==> src/rtl/chess_turn_sequencer.sv <==
// Two-player chess clock turn sequencer: button edge detection, turn/pause/timeout
// FSM, saturating move counter and a fixed-length end-of-game buzzer pulse.
module chess_turn_sequencer #(
  parameter int unsigned MOVE_W      = 10,
  parameter int unsigned BUZZ_CYCLES = 50000000
) (
  input  logic              clk,
  input  logic              reset,
  input  logic              start_btn,
  input  logic              pause_btn,
  input  logic              p1_btn,
  input  logic              p2_btn,
  input  logic              timeout1,
  input  logic              timeout2,
  output logic              enable,
  output logic [1:0]        player,
  output logic              game_over,
  output logic [1:0]        winner,
  output logic [MOVE_W-1:0] move_count,
  output logic              buzzer
);

  localparam int unsigned CNT_W = $clog2(BUZZ_CYCLES + 1);

  typedef enum logic [2:0] {
    IDLE   = 3'd0,
    RUN_P1 = 3'd1,
    RUN_P2 = 3'd2,
    PAUSED = 3'd3,
    OVER   = 3'd4
  } state_t;

  state_t state, state_d;
  state_t resume, resume_d;

  logic start_q, pause_q, p1_q, p2_q;
  logic start_e, pause_e, p1_e, p2_e;

  logic [CNT_W-1:0]  buzz_cnt, buzz_cnt_d;
  logic              enable_d, game_over_d, buzzer_d;
  logic [1:0]        player_d, winner_d;
  logic [MOVE_W-1:0] move_count_d;

  assign start_e = start_btn & ~start_q;
  assign pause_e = pause_btn & ~pause_q;
  assign p1_e    = p1_btn & ~p1_q;
  assign p2_e    = p2_btn & ~p2_q;

  // State, edge history and all registered outputs
  always_ff @(posedge clk or posedge reset) begin
    if (reset) begin
      state      <= IDLE;
      resume     <= RUN_P1;
      start_q    <= 1'b0;
      pause_q    <= 1'b0;
      p1_q       <= 1'b0;
      p2_q       <= 1'b0;
      enable     <= 1'b0;
      player     <= 2'b00;
      game_over  <= 1'b0;
      winner     <= 2'b00;
      move_count <= '0;
      buzzer     <= 1'b0;
      buzz_cnt   <= '0;
    end else begin
      state      <= state_d;
      resume     <= resume_d;
      start_q    <= start_btn;
      pause_q    <= pause_btn;
      p1_q       <= p1_btn;
      p2_q       <= p2_btn;
      enable     <= enable_d;
      player     <= player_d;
      game_over  <= game_over_d;
      winner     <= winner_d;
      move_count <= move_count_d;
      buzzer     <= buzzer_d;
      buzz_cnt   <= buzz_cnt_d;
    end
  end

  // Next state; in a run state timeout beats the turn button, which beats pause
  always_comb begin
    state_d  = state;
    resume_d = resume;
    unique case (state)
      IDLE:   if (start_e) state_d = RUN_P1;
      RUN_P1: begin
        if (timeout1)     state_d = OVER;
        else if (p1_e)    state_d = RUN_P2;
        else if (pause_e) begin
          state_d  = PAUSED;
          resume_d = RUN_P1;
        end
      end
      RUN_P2: begin
        if (timeout2)     state_d = OVER;
        else if (p2_e)    state_d = RUN_P1;
        else if (pause_e) begin
          state_d  = PAUSED;
          resume_d = RUN_P2;
        end
      end
      PAUSED: if (pause_e) state_d = resume;
      OVER:   if (start_e) state_d = IDLE;
      default: state_d = IDLE;
    endcase
  end

  // Next values of the registered outputs, derived from the transition being taken
  always_comb begin
    enable_d     = 1'b0;
    player_d     = 2'b00;
    game_over_d  = 1'b0;
    winner_d     = winner;
    move_count_d = move_count;
    buzzer_d     = 1'b0;
    buzz_cnt_d   = '0;

    unique case (state_d)
      RUN_P1: begin enable_d = 1'b1; player_d = 2'b01; end
      RUN_P2: begin enable_d = 1'b1; player_d = 2'b10; end
      PAUSED: player_d = (resume_d == RUN_P1) ? 2'b01 : 2'b10;
      OVER:   game_over_d = 1'b1;
      default: ;
    endcase

    if (state_d == IDLE) begin
      winner_d     = 2'b00;
      move_count_d = '0;
    end else if (state == IDLE && state_d == RUN_P1) begin
      move_count_d = '0;
    end else if ((state == RUN_P1 && state_d == RUN_P2) ||
                 (state == RUN_P2 && state_d == RUN_P1)) begin
      if (move_count != {MOVE_W{1'b1}}) move_count_d = move_count + MOVE_W'(1);
    end

    if (state != OVER && state_d == OVER) begin
      winner_d   = (state == RUN_P1) ? 2'b10 : 2'b01;
      buzzer_d   = 1'b1;
      buzz_cnt_d = CNT_W'(BUZZ_CYCLES - 1);
    end else if (state == OVER && state_d == OVER && buzzer) begin
      // buzz_cnt holds the high cycles still owed after the current one
      if (buzz_cnt != '0) begin
        buzzer_d   = 1'b1;
        buzz_cnt_d = buzz_cnt - CNT_W'(1);
      end
    end
  end

endmodule

==> config.mk <==
export PLATFORM = sky130hd
export DESIGN_NAME = chess_turn_sequencer
export DESIGN_NICKNAME = d
export VERILOG_FILES = /design/src/rtl/chess_turn_sequencer.sv
export SDC_FILE = /design/constraint.sdc
export NUM_CORES = 1
export LEC_CHECK = 0
export CAP_MARGIN = 20
export CORE_MARGIN = 8
export CORE_UTILIZATION = 56
export CTS_CLUSTER_SIZE = 16
export DETAILED_ROUTE_END_ITERATION = 8
export PLACE_DENSITY_LB_ADDON = 0.12
export SLEW_MARGIN = 0
export SYNTH_ARGS = -nofsm -noshare
export SYNTH_HDL_FRONTEND = slang
export SYNTH_SLANG_ARGS = --single-unit
==> constraint.sdc <==
create_clock -name clk -period 3.4 [get_ports clk]
set_input_delay 0.34 -clock clk [delete_from_list [all_inputs] [get_ports clk]]
set_output_delay 0.34 -clock clk [all_outputs]
set_load 0.01 [all_outputs]
### After elaboration in Yosys (flattened, before gate mapping)

Cells that the tools add are included.

* bits in registers: 53
* bits of input ports: 8
* output and inout bits: 17
* word-level logic and storage cells: 82

* add/sub/neg operators: 2
* equality and inequality tests: 11
* multiplexer cells: 33
* bitwise gates (word level): 8
* reductions and logical operators: 15

Operators with widths (number)
* $mux 26: 3
* $mux 3: 14
* $mux 10: 4
* $reduce_bool 26->1: 1
* $sub 26x1->26 const B: 1
* $pmux 3 s5: 1
* $eq 3x2->1 const B: 4
* $add 10x1->10 const B: 1
* $ne 10x10->1 const B: 1
* $eq 3x1->1 const B: 3
* $mux 2: 4
* $eq 3x3->1 const B: 2
* $logic_and 1x1->1: 6
* $logic_not 3->1: 2
* $pmux 2 s3: 1
* $pmux 3 s2: 1
* $reduce_bool 3->1: 2
* $mux 1: 5
* $and 1x1->1: 4
* $not 1->1: 4
* $ne 3x3->1 const B: 1
* $reduce_and 2->1: 1
* $reduce_bool 2->1: 1
* $reduce_or 2->1: 1
* $logic_or 1x1->1: 1

### Depth between registers and ports, before layout

* word-level depth: 12
* mapped depth: 9
* depth with buffers taken out: 8

### Worst setup path after synthesis

No wires, ideal clock.

* path type: register to register
* start point: reg buzz_cnt[0]
* end point: reg buzz_cnt[14]
* library setup time: 140 ps
* data arrival time: 2394 ps
* data required time: 3260 ps
* path slack: 866 ps
* cell stages (with the launch flop): 10
* path buffers: 2
* clock period less this slack: 2534 ps
* cells stage by stage: dfrtp_1 > inv_1 > ha_1 > or3b_1 > or3_1 > buf_2 > or3_4 > o211ai_4 > buf_8 > o21ai_1

* cells in the longest elaborated chain, start to end: 4
* elaborated cells between the ends (all ways): 5
* those cells by class: add/sub: 1; mux: 3; reduce/logical: 1

RTL lines
* start: declaration: line 39 `logic [CNT_W-1:0] buzz_cnt, buzz_cnt_d;`
* start signal: assignment: line 78 `buzz_cnt <= buzz_cnt_d;`
* $sub 26x1->26 or $reduce_bool 26->1 (tied branches): line 146, 144
* $mux 26 (*): line 144 `if (buzz_cnt != '0) begin`
* $mux 26 (*): line 142 `end else if (state == OVER && state_d == OVER && buzzer) begin`
* $mux 26 (*): line 138 `if (state != OVER && state_d == OVER) begin`
* net buzz_cnt_d[14]: line 39

Mark *: on every way through the listed nets, which the timed path passes. The rest lies on a longest branch.
A chain may end at the register's enable or synchronous reset.

### Worst setup path after layout

* start point: reg buzz_cnt[0]
* end point: reg buzz_cnt[3]

Same word-level chain as after synthesis.

==> summary.md <==
| Metric | Value |
|---|---|
| Number of buffers created by CTS | 5 |
| Number of global-route vias before repair | 1823 |
| Leakage Power | 0.00130 µW |
| Most used DFF post-synth | dfrtp_1 |
| Commonest cells post-synth | 52 x dfrtp_1, 28 x nor2_1, 22 x xnor2_1, 13 x nand2_1 |
| CP Max Fanout | 27 |
| Status | finished, final reports clean |
| Synthesis Warnings | 0 |
| Largest area contributor in the netlist | dfrtp_1 |
| Diode count | 0 |
| Setup CP Type | reg -> reg |
| Syn avg cell area | roughly 10 µm² |
| Worst-margin pin slew | 0.658 ns |
| Post-detail-place hpwl | 3.26 mm |
| FF-to-FF path depth | 9 |
| Max-capacitance violation count | 0 |
| Net Count, Synth | between 200 and 300 |
| DR iter-0 viols | slightly above 50 |
| Gpl congestion | 0.780 |
| Final setup fails | 0 |
| Nets | ~280 |
| # IOs | 25 |
| Max Clk Rate | 358 MHz |
| DIE AREA | 7030 µm² |
| Fillers | between 300 and 400 |
| Library cells used by synthesis | 50 |
| ANT nets after route | 0 |
| TritonCTS Sinks | 53 |
| Core Area | between 4000 and 5000 µm² |
| Residual DRC | 0 |
| GR Util All Layers | 14.0% |
| R2r setup slk | 0.61 ns |
| Via count | 1834 |
| Final hold violation count | 0 |
| PwrDens | ~840 nW/µm² |
| Crit-path max cell delay | roughly 0.50 ns |
| Via density per instance | about 5.6 |
| Hold WC Path Type | in -> async |
| Critical path cell sequence | inv_1, ha_1, or3b_1, or3_1, or3_4, o211ai_4, buf_4, a21o_1, nand2_1 |
| Critical path startpoint category | register |
| Final Max Slew Viols | 0 |
| Row count | 24 |
| Post-placement cell area | ~2800 µm² |
| Die height | 83.8 µm |
| Worst path slowest cell | or3_1 |
| CP Capture Type | register |
| Htree depth | 2 |
| Fin Clk Skew | 0.0136 ns |
| Top post-synthesis cells by area | dfrtp_1 50%, xnor2_1 7.5%, nor2_1 4.1%, xor2_1 2.4%, nor3_1 2.1% |
| Min Tclk post-route | 2.79 ns |
| Die Wd | roughly 84 µm |
| Largest net degree at the start of global routing | 54 |
| IO Port Bufs | 24 |
| Post-synth ARST share | 100% |
| Area Overhead vs Synth | 15.6% |
| Post-synth EDFFs | 0 |
| Clock Path Buffers | 2 |
| First-pass GRT wire length | 8.31 mm |
| Post-Place Cells | 317 |
| Routed len/inst | 14.7 µm |
| Most common cell in the netlist | dfrtp_1 |
| Setup TNS | 0 ns |
| Part of the cycle the worst path needs | 82.1% |
| Starting Density | approximately three fifths |
| DR pass1 iterations | 4 |
| FF/Latch Area | 1330 µm² |
| R2R Path End | buzz_cnt[3]$_DFF_PP0_ |
| Post-CTS Setup Inserts | 0 |
| RSZ-0062 raised after global routing | false |
| Gr ovfl total | 0 |
| Final Instance Area | 2980 µm² |
| Worst-case vdd ir drop | 0.488 mV |
| Cts repair resizes | 0 |
| Final core occ | 68.0% |
| Initial antenna violation count | 0 |
| Cells after synthesis | around 250 |
| Post-route insts no fill | around 330 |
| Worst skew pair latency | ~0.31 ns |
| Slew headroom | ~56% |
| Hold buffers post-CTS | 0 |
| Root buffer cell | clkbuf_8 |
| CTS tree | yes |
| Post-synthesis cell area | ~2600 µm² |
| Crit path DAT | 2.98 ns |
| Combined area of the multi-input logic cells | 1170 µm² |
| Sequential area share after synthesis | 51.5% |
| Worst r2r src | buzz_cnt[0]$_DFF_PP0_ |
| #FFs+latches synth | 53 |
| Yosys top cell area share | between 50% and 60% |
| Routed Wire Length | 4.79 mm |
| Layout cells sized above 1 | between 8 and 9% |
| Register clock-pin slew on the reported worst setup and hold paths | 0.10 ns |
| CP required | 3.59 ns |
-- report_power, final --
group / total (µW) / internal (µW) / switching, µW
clock network: 445 / 239 / 205
logic: 1140 / 516 / 621
registers: 933 / 786 / 146
total: 2510 / 1540 / 972
-- kinds of logic after synthesis --
family,share of synthesized area (%)
compound gates,11.8
xor+xnor,9.85
fa+ha+maj,0.971
buf+inv,3.25
flops,51.5
mux,0.825
simple gates,21.8
-- metal layers --
layer  global-route usage, %  part of all wire, %  routed length [µm]
met2                    23.3                   49                2360
met3                    4.20                  4.0                 193
met1                    16.8                   46                2180
met4                    4.40                  1.1                  54
met5                       0                    0                   0
-- cells in the final DEF, fill, tap and decap left out, types with 3 or more instances in the layout --
cell              n
dfrtp_1          52
nor2_1           28
clkdlybuf4s50_1  24
xnor2_1          22
nand2_1          13
o21ai_0          11
nor3_1           11
xor2_1            7
o21ai_1           7
nand3_1           6
or3_1             6
inv_1             6
clkbuf_8          6
or4_1             5
and3_1            5
nor4_1            5
nand2b_1          4
a21oi_1           4
nor3b_1           4
o21ai_2           4
nor2b_1           3
nand3b_1          3
a22o_1            3
-- critical path, delay by kind of cell (launching register included) --
family	cells	cell delay, ns
buf+inv	2	0.39
compound gates	2	0.31
simple gates	4	1.40
flops	1	0.41
fa+ha+maj	1	0.17
-- cell type report --
type / instances / area share (%)
Timing Repair Buffer: 27 / 9.24
Clock buffer: 6 / 2.77
Clock inverter: 2 / 1.26
Tap cell: 52 / 2.18
Sequential cell: 53 / 44.5
Inverter: 7 / 0.882
Multi-Input combinational cell: 179 / 39.1
-- per-stage QoR --
step	worst slack, ns	hold slack [ns]	total power [µW]
global placement	0.690	0.470	2050
CTS	0.587	0.492	2540
global route	0.466	0.343	2710
floorplan	0.866	0.371	1840
detailed placement	0.610	0.473	2070
finish	0.608	0.312	2510
-- worst max path at each step --
stage	startpoint	to	slack, ns	cells past startpoint
after global placement	buzz_cnt[0]$_DFF_PP0_	buzz_cnt[3]$_DFF_PP0_	0.69	9
final	buzz_cnt[0]$_DFF_PP0_	buzz_cnt[3]$_DFF_PP0_	0.61	9
after CTS	buzz_cnt[0]$_DFF_PP0_	buzz_cnt[3]$_DFF_PP0_	0.59	9
after detailed placement	buzz_cnt[0]$_DFF_PP0_	buzz_cnt[3]$_DFF_PP0_	0.61	9
after global routing	buzz_cnt[0]$_DFF_PP0_	buzz_cnt[25]$_DFF_PP0_	0.47	8
after floorplan	buzz_cnt[0]$_DFF_PP0_	buzz_cnt[14]$_DFF_PP0_	0.87	9
-- sequential cells by signal, indices dropped and copies added, names as in the netlist --
signal	count
buzz_cnt	26
buzzer	1
enable	1
game_over	1
move_count	10
p1_q	1
p2_q	1
pause_q	1
player	2
resume	3
start_q	1
state	3
winner	2
Note: power is estimated with default switching activity, not from simulation.
==> edit 1: new RTL, same flow settings <==
Change the parameter `BUZZ_CYCLES` from 50000000 to 100000000.
--- a/src/rtl/chess_turn_sequencer.sv
+++ b/src/rtl/chess_turn_sequencer.sv
@@ -4,3 +4,3 @@
   parameter int unsigned MOVE_W      = 10,
-  parameter int unsigned BUZZ_CYCLES = 50000000
+  parameter int unsigned BUZZ_CYCLES = 100000000
 ) (
Check against the original RTL: same outputs for any inputs over 10 cycles, from zero or initial values and one cycle with reset high; that may be too few to reach the edited logic, so the function may still have changed.
==> edit 1 against the original RTL <==
Total power decreased by 7.7%; sequential share of layout area decreased by 0.42 points; design area increased by 2.9%; sequential cell count increased by 1; combinational power decreased by 19%; routed wire length increased by 6.6%; synthesized area increased by 2.5%; worst setup slack improved by 0.22 ns; utilization decreased by 1.8 points; largest cell class unchanged; largest power group unchanged.
==> edit 1: results (changes against the original RTL) <==
.. list-table::
   :header-rows: 1

   * - Metric
     - Value
   * - Total length of routed wires
     - 5102 µm (+6.6%)
   * - Final worst hold slack
     - 0.4290 ns (+0.1167 ns)
   * - Multiplexer area fraction after synthesis
     - 0.7576% (-0.068 points)
   * - Net count, final
     - 304 (+7.4%)
   * - Sequential Power
     - 0.871 mW (-6.6%)
   * - Complex-gate fraction of the synthesized area
     - 12.59% (+0.80 points)
   * - Count of cell types in the netlist
     - 48 (-4.0%)
   * - Vias
     - 1987 (+8.3%)
   * - Clock tree skew after final layout
     - 0.01030 ns (-0.003277 ns)
   * - Run status
     - complete, no violations
   * - Data arrival time of the critical path
     - 2.79 ns (-0.19 ns)
   * - H-tree levels
     - 2 (unchanged)
   * - Half-perimeter wire length after detailed placement
     - 3420 µm (+5.0%)
   * - Synth Instances
     - 269 (+8.0%)
   * - Startpoint of the worst register-to-register path
     - state[1]
   * - Largest regs
     - buzz_cnt (27), move_count (10)
   * - Switching share of total power
     - 35.65% (-3.0 points)
   * - Post-route insts no fill
     - 349 (+7.1%)
   * - Post-synthesis xor/xnor area fraction
     - 8.286% (-1.6 points)
   * - Area after DPL
     - 2923 µm² (+2.9%)
   * - Worst-case register-to-register setup slack
     - 0.88 ns (+0.27 ns)
   * - Register-to-Register Path Depth
     - 6 (-3)
   * - Combinational group share of total power
     - 39.8% (-5.4 points)
   * - Maximum number of pins on one net before global-route repair
     - 33 (-39%)
   * - Antenna Diode Count
     - 0 (unchanged)
   * - Adder-cell share of the synthesized area
     - 0.9470% (-0.024 points)
   * - Fraction of final layout cells with drive strength greater than 1
     - 6.102% (-2.3 points)
   * - Placer's final routability congestion estimate
     - 0.7906 (+1.3%)
   * - Static Leak
     - 1.319 nW (+1.5%)
   * - Leading post-synthesis cells by instance count
     - 53 x sky130_fd_sc_hd__dfrtp_1, 31 x sky130_fd_sc_hd__nor2_1, 23 x sky130_fd_sc_hd__o21ai_0
   * - Aggregate global-route resource usage
     - 15.19% (+1.2 points)
   * - Nets in the synthesized netlist
     - 279 (+7.7%)
   * - Most area-consuming cells after synthesis
     - sky130_fd_sc_hd__dfrtp_1 50%, sky130_fd_sc_hd__xnor2_1 6.6%, sky130_fd_sc_hd__nor2_1 4.4%
   * - Critical path fanouts, max
     - 21 (-22%)
   * - Port Buffer Count
     - 24 (unchanged)
   * - Peak supply drop
     - 0.3017 mV (-38%)
   * - Wire length of the first global-routing pass
     - 9073 µm (+9.2%)
   * - Portion of the post-synthesis area used by sequential elements
     - 51.18% (-0.32 points)
   * - Slew Limit Headroom
     - 41.12% (-15 points)
   * - Ratio of total power to cell area
     - 756.7 nW/µm² (-10%)
   * - Worst setup timing slack at the placement stage
     - 0.5761 ns (-0.03396 ns)
   * - Worst reg2reg path endpoint
     - move_count[2]
   * - Iteration-0 DRC count of the detailed router
     - 68 (+33%)
==> edit 1: layout make-up <==
class	count	area (µm²)
clock buffers	6	82.58
clock inverters	2	60.06
fillers	382	1564
inverters	15	56.30
multi-input cells	191	1184
flip-flops and latches	54	1353
well taps	54	67.56
repair buffers	27	262.8
==> edit 1: critical path, cell delays in order <==
cell	delay, ns
sky130_fd_sc_hd__clkdlybuf4s50_1	0.50
sky130_fd_sc_hd__nor3b_1	0.27
sky130_fd_sc_hd__o22ai_1	0.13
sky130_fd_sc_hd__nor3_1	0.41
sky130_fd_sc_hd__inv_2	0.15
sky130_fd_sc_hd__nor3b_1	0.28
sky130_fd_sc_hd__nand2_1	0.42
sky130_fd_sc_hd__o21ai_0	0.30
==> edit 1: kinds of logic (layout without fill, tap and decap cells) <==
kind of cell	Yosys count	in the layout
compound gates	49	49
xor+xnor	25	25
buf+inv	24	50
mux	2	2
flops	54	54
simple gates	113	113
fa+ha+maj	2	2
==> edit 1: worst max path at each step <==
stage,end,slack (ns),start,cells after the start
final,winner[0],0.83,pause_btn,8
after global routing,winner[0],0.52,pause_btn,8
after CTS,winner[0],0.85,pause_btn,8
after detailed placement,winner[0],0.58,pause_btn,8
after global placement,winner[0],0.55,pause_btn,8
after floorplan,buzz_cnt[15],1.05,buzz_cnt[15],6
==> edit 1: metal layers <==
| layer | track usage, % | share of wire (%) | wire [µm] |
|---|---|---|---|
| met3 | 4.195 | 3.8 | 193 |
| met2 | 23.19 | 45 | 2295 |
| met4 | 5.340 | 1.1 | 56 |
| met5 | 0 | 0 | 0 |
| met1 | 20.06 | 50 | 2557 |
==> edit 2: new RTL, same settings <==
Made on the original files. Add an input register stage for `start_btn`, `pause_btn`, `p1_btn`, `p2_btn`, `timeout1` and `timeout2`, without a reset; this delays them by one clock.
--- a/src/rtl/chess_turn_sequencer.sv
+++ b/src/rtl/chess_turn_sequencer.sv
@@ -32,2 +32,18 @@
 
+  logic start_btn_q;
+  logic pause_btn_q;
+  logic p1_btn_q;
+  logic p2_btn_q;
+  logic timeout1_q;
+  logic timeout2_q;
+
+  always_ff @(posedge clk) begin
+    start_btn_q <= start_btn;
+    pause_btn_q <= pause_btn;
+    p1_btn_q    <= p1_btn;
+    p2_btn_q    <= p2_btn;
+    timeout1_q  <= timeout1;
+    timeout2_q  <= timeout2;
+  end
+
   state_t state, state_d;
@@ -43,6 +59,6 @@
 
-  assign start_e = start_btn & ~start_q;
-  assign pause_e = pause_btn & ~pause_q;
-  assign p1_e    = p1_btn & ~p1_q;
-  assign p2_e    = p2_btn & ~p2_q;
+  assign start_e = start_btn_q & ~start_q;
+  assign pause_e = pause_btn_q & ~pause_q;
+  assign p1_e    = p1_btn_q & ~p1_q;
+  assign p2_e    = p2_btn_q & ~p2_q;
 
@@ -67,6 +83,6 @@
       resume     <= resume_d;
-      start_q    <= start_btn;
-      pause_q    <= pause_btn;
-      p1_q       <= p1_btn;
-      p2_q       <= p2_btn;
+      start_q    <= start_btn_q;
+      pause_q    <= pause_btn_q;
+      p1_q       <= p1_btn_q;
+      p2_q       <= p2_btn_q;
       enable     <= enable_d;
@@ -88,3 +104,3 @@
       RUN_P1: begin
-        if (timeout1)     state_d = OVER;
+        if (timeout1_q)     state_d = OVER;
         else if (p1_e)    state_d = RUN_P2;
@@ -96,3 +112,3 @@
       RUN_P2: begin
-        if (timeout2)     state_d = OVER;
+        if (timeout2_q)     state_d = OVER;
         else if (p2_e)    state_d = RUN_P1;
Check against the original RTL: not equivalent (Yosys sat finds a counterexample within 4 cycles, from zero or initial values and one cycle with reset high).
==> edit 2 against the original RTL <==
Clock skew fell by 0.0058 ns; design area rose by 8.4%; routed wire length rose by 6.9%; sequential cell count rose by 6; total power rose by 20%; final cell count rose by 7.1%; synthesized area rose by 5.5%; worst setup slack improved by 0.090 ns.
==> edit 2: results (changes against the original RTL) <==
.. list-table::
   :header-rows: 1

   * - Metric
     - Value
   * - Worst-skew pair later-pin latency
     - 0.34 ns (+0.03 ns)
   * - Final cell utilization of the core
     - 68.83% (+0.85 points)
   * - #MultiIn Comb
     - 185 (+3.4%)
   * - Half-perimeter wire length after detailed placement
     - 3463 µm (+6.3%)
   * - Met3 WL post-DR
     - 248 µm (+28%)
   * - Global-route met3 utilization
     - 6.399% (+2.2 points)
   * - Met1 layer usage reported by global route
     - 18.69% (+1.9 points)
   * - Signal inverters
     - 6 (-1)
   * - Mean instance size in the synthesized netlist
     - 10.46 µm² (+1.0%)
   * - Worst Hold Class
     - flop to flop
   * - Multi-input gate area in the final layout
     - 1200 µm² (+2.9%)
   * - Async set or reset register ratio after synthesis
     - 89.83% (-10 points)
   * - Clock buffers and inverters, area share
     - 6.238% (+2.2 points)
   * - Number of non-clock buffers
     - 29 (+7.4%)
   * - Clock tree skew after final layout
     - 0.007784 ns (-0.005798 ns)
   * - Net count, final
     - 300 (+6.0%)
   * - Run status
     - complete, no violations
   * - Slew Limit Headroom
     - 61.40% (+5.5 points)
   * - Most area-consuming cells after synthesis
     - sky130_fd_sc_hd__dfrtp_1 48%, sky130_fd_sc_hd__xnor2_1 5.2%, sky130_fd_sc_hd__dfxtp_1 4.4%
   * - Launching instance or port of the critical path
     - state[1]
   * - Fill cell total of the finished layout
     - 353 (-4.1%)
   * - Area after DPL
     - 3008 µm² (+5.9%)
   * - Clock-pin slew on the worst setup and hold paths
     - 0.07 ns (-0.03 ns)
   * - Routed metal-1 wire length
     - 2481 µm (+14%)
   * - Placed instance count
     - 332 (+4.7%)
   * - Nets in the synthesized netlist
     - 270 (+4.2%)
   * - Critical path fanouts, max
     - 12 (-56%)
   * - Met2 wire length
     - 2289 µm (-2.9%)
   * - Leading post-synthesis cells by instance count
     - 52 x sky130_fd_sc_hd__dfrtp_1, 25 x sky130_fd_sc_hd__nor2_1, 22 x sky130_fd_sc_hd__o21ai_0
   * - Number of synthesized register bits
     - 59 (+11%)
   * - Layout clock buffers
     - 9 (+3)
   * - Aggregate global-route resource usage
     - 15.58% (+1.6 points)
   * - Placer's final routability congestion estimate
     - 0.7696 (-1.4%)
   * - Vias
     - 1969 (+7.4%)
   * - Seq area share
     - 44.83% (+0.29 points)
   * - Static Leak
     - 1.426 nW (+9.9%)
   * - Iteration-0 DRC count of the detailed router
     - 113 (+120%)
   * - Portion of the post-synthesis area used by sequential elements
     - 53.24% (+1.7 points)
   * - Slowest cell on the critical path
     - sky130_fd_sc_hd__dfrtp_1
   * - Fraction of final layout cells with drive strength greater than 1
     - 10.85% (+2.5 points)
   * - Count of cell types in the netlist
     - 53 (+6.0%)
==> edit 2: worst max-delay path, delay by kind of cell (launching register included) <==
kind               cells  cell delay [ns]
DFF                    1             0.55
muxes                  1             0.13
AOI/OAI and AO/OA      3             1.25
and+or+nand+nor        2             0.65
==> edit 2: logic make-up after synthesis <==
group | count (synthesis) | share of synthesized area (%)
AOI/OAI and AO/OA | 47 | 11.87
xor gates and xnor gates | 24 | 7.731
adders and majority gates | 2 | 0.9202
buffers and inverters | 16 | 2.623
DFF | 59 | 53.24
muxes | 3 | 1.150
and+or+nand+nor | 109 | 22.46
==> edit 2: path summary, 6_finish.rpt <==
check,to,slack (ns),depth (start not counted)
worst min-delay path,p2_q,0.34,0
worst min register to register,p2_q,0.34,0
worst max-delay path,move_count[2],0.70,6
min in group asynchronous,move_count[9],0.35,2
worst max register to register,move_count[2],0.70,6
max in group asynchronous,state[1],2.52,3
==> edit 2: where the power goes <==
part,switching (mW),internal [mW]
logic,0.714,0.627
clock network,0.293,0.342
registers,0.159,0.878
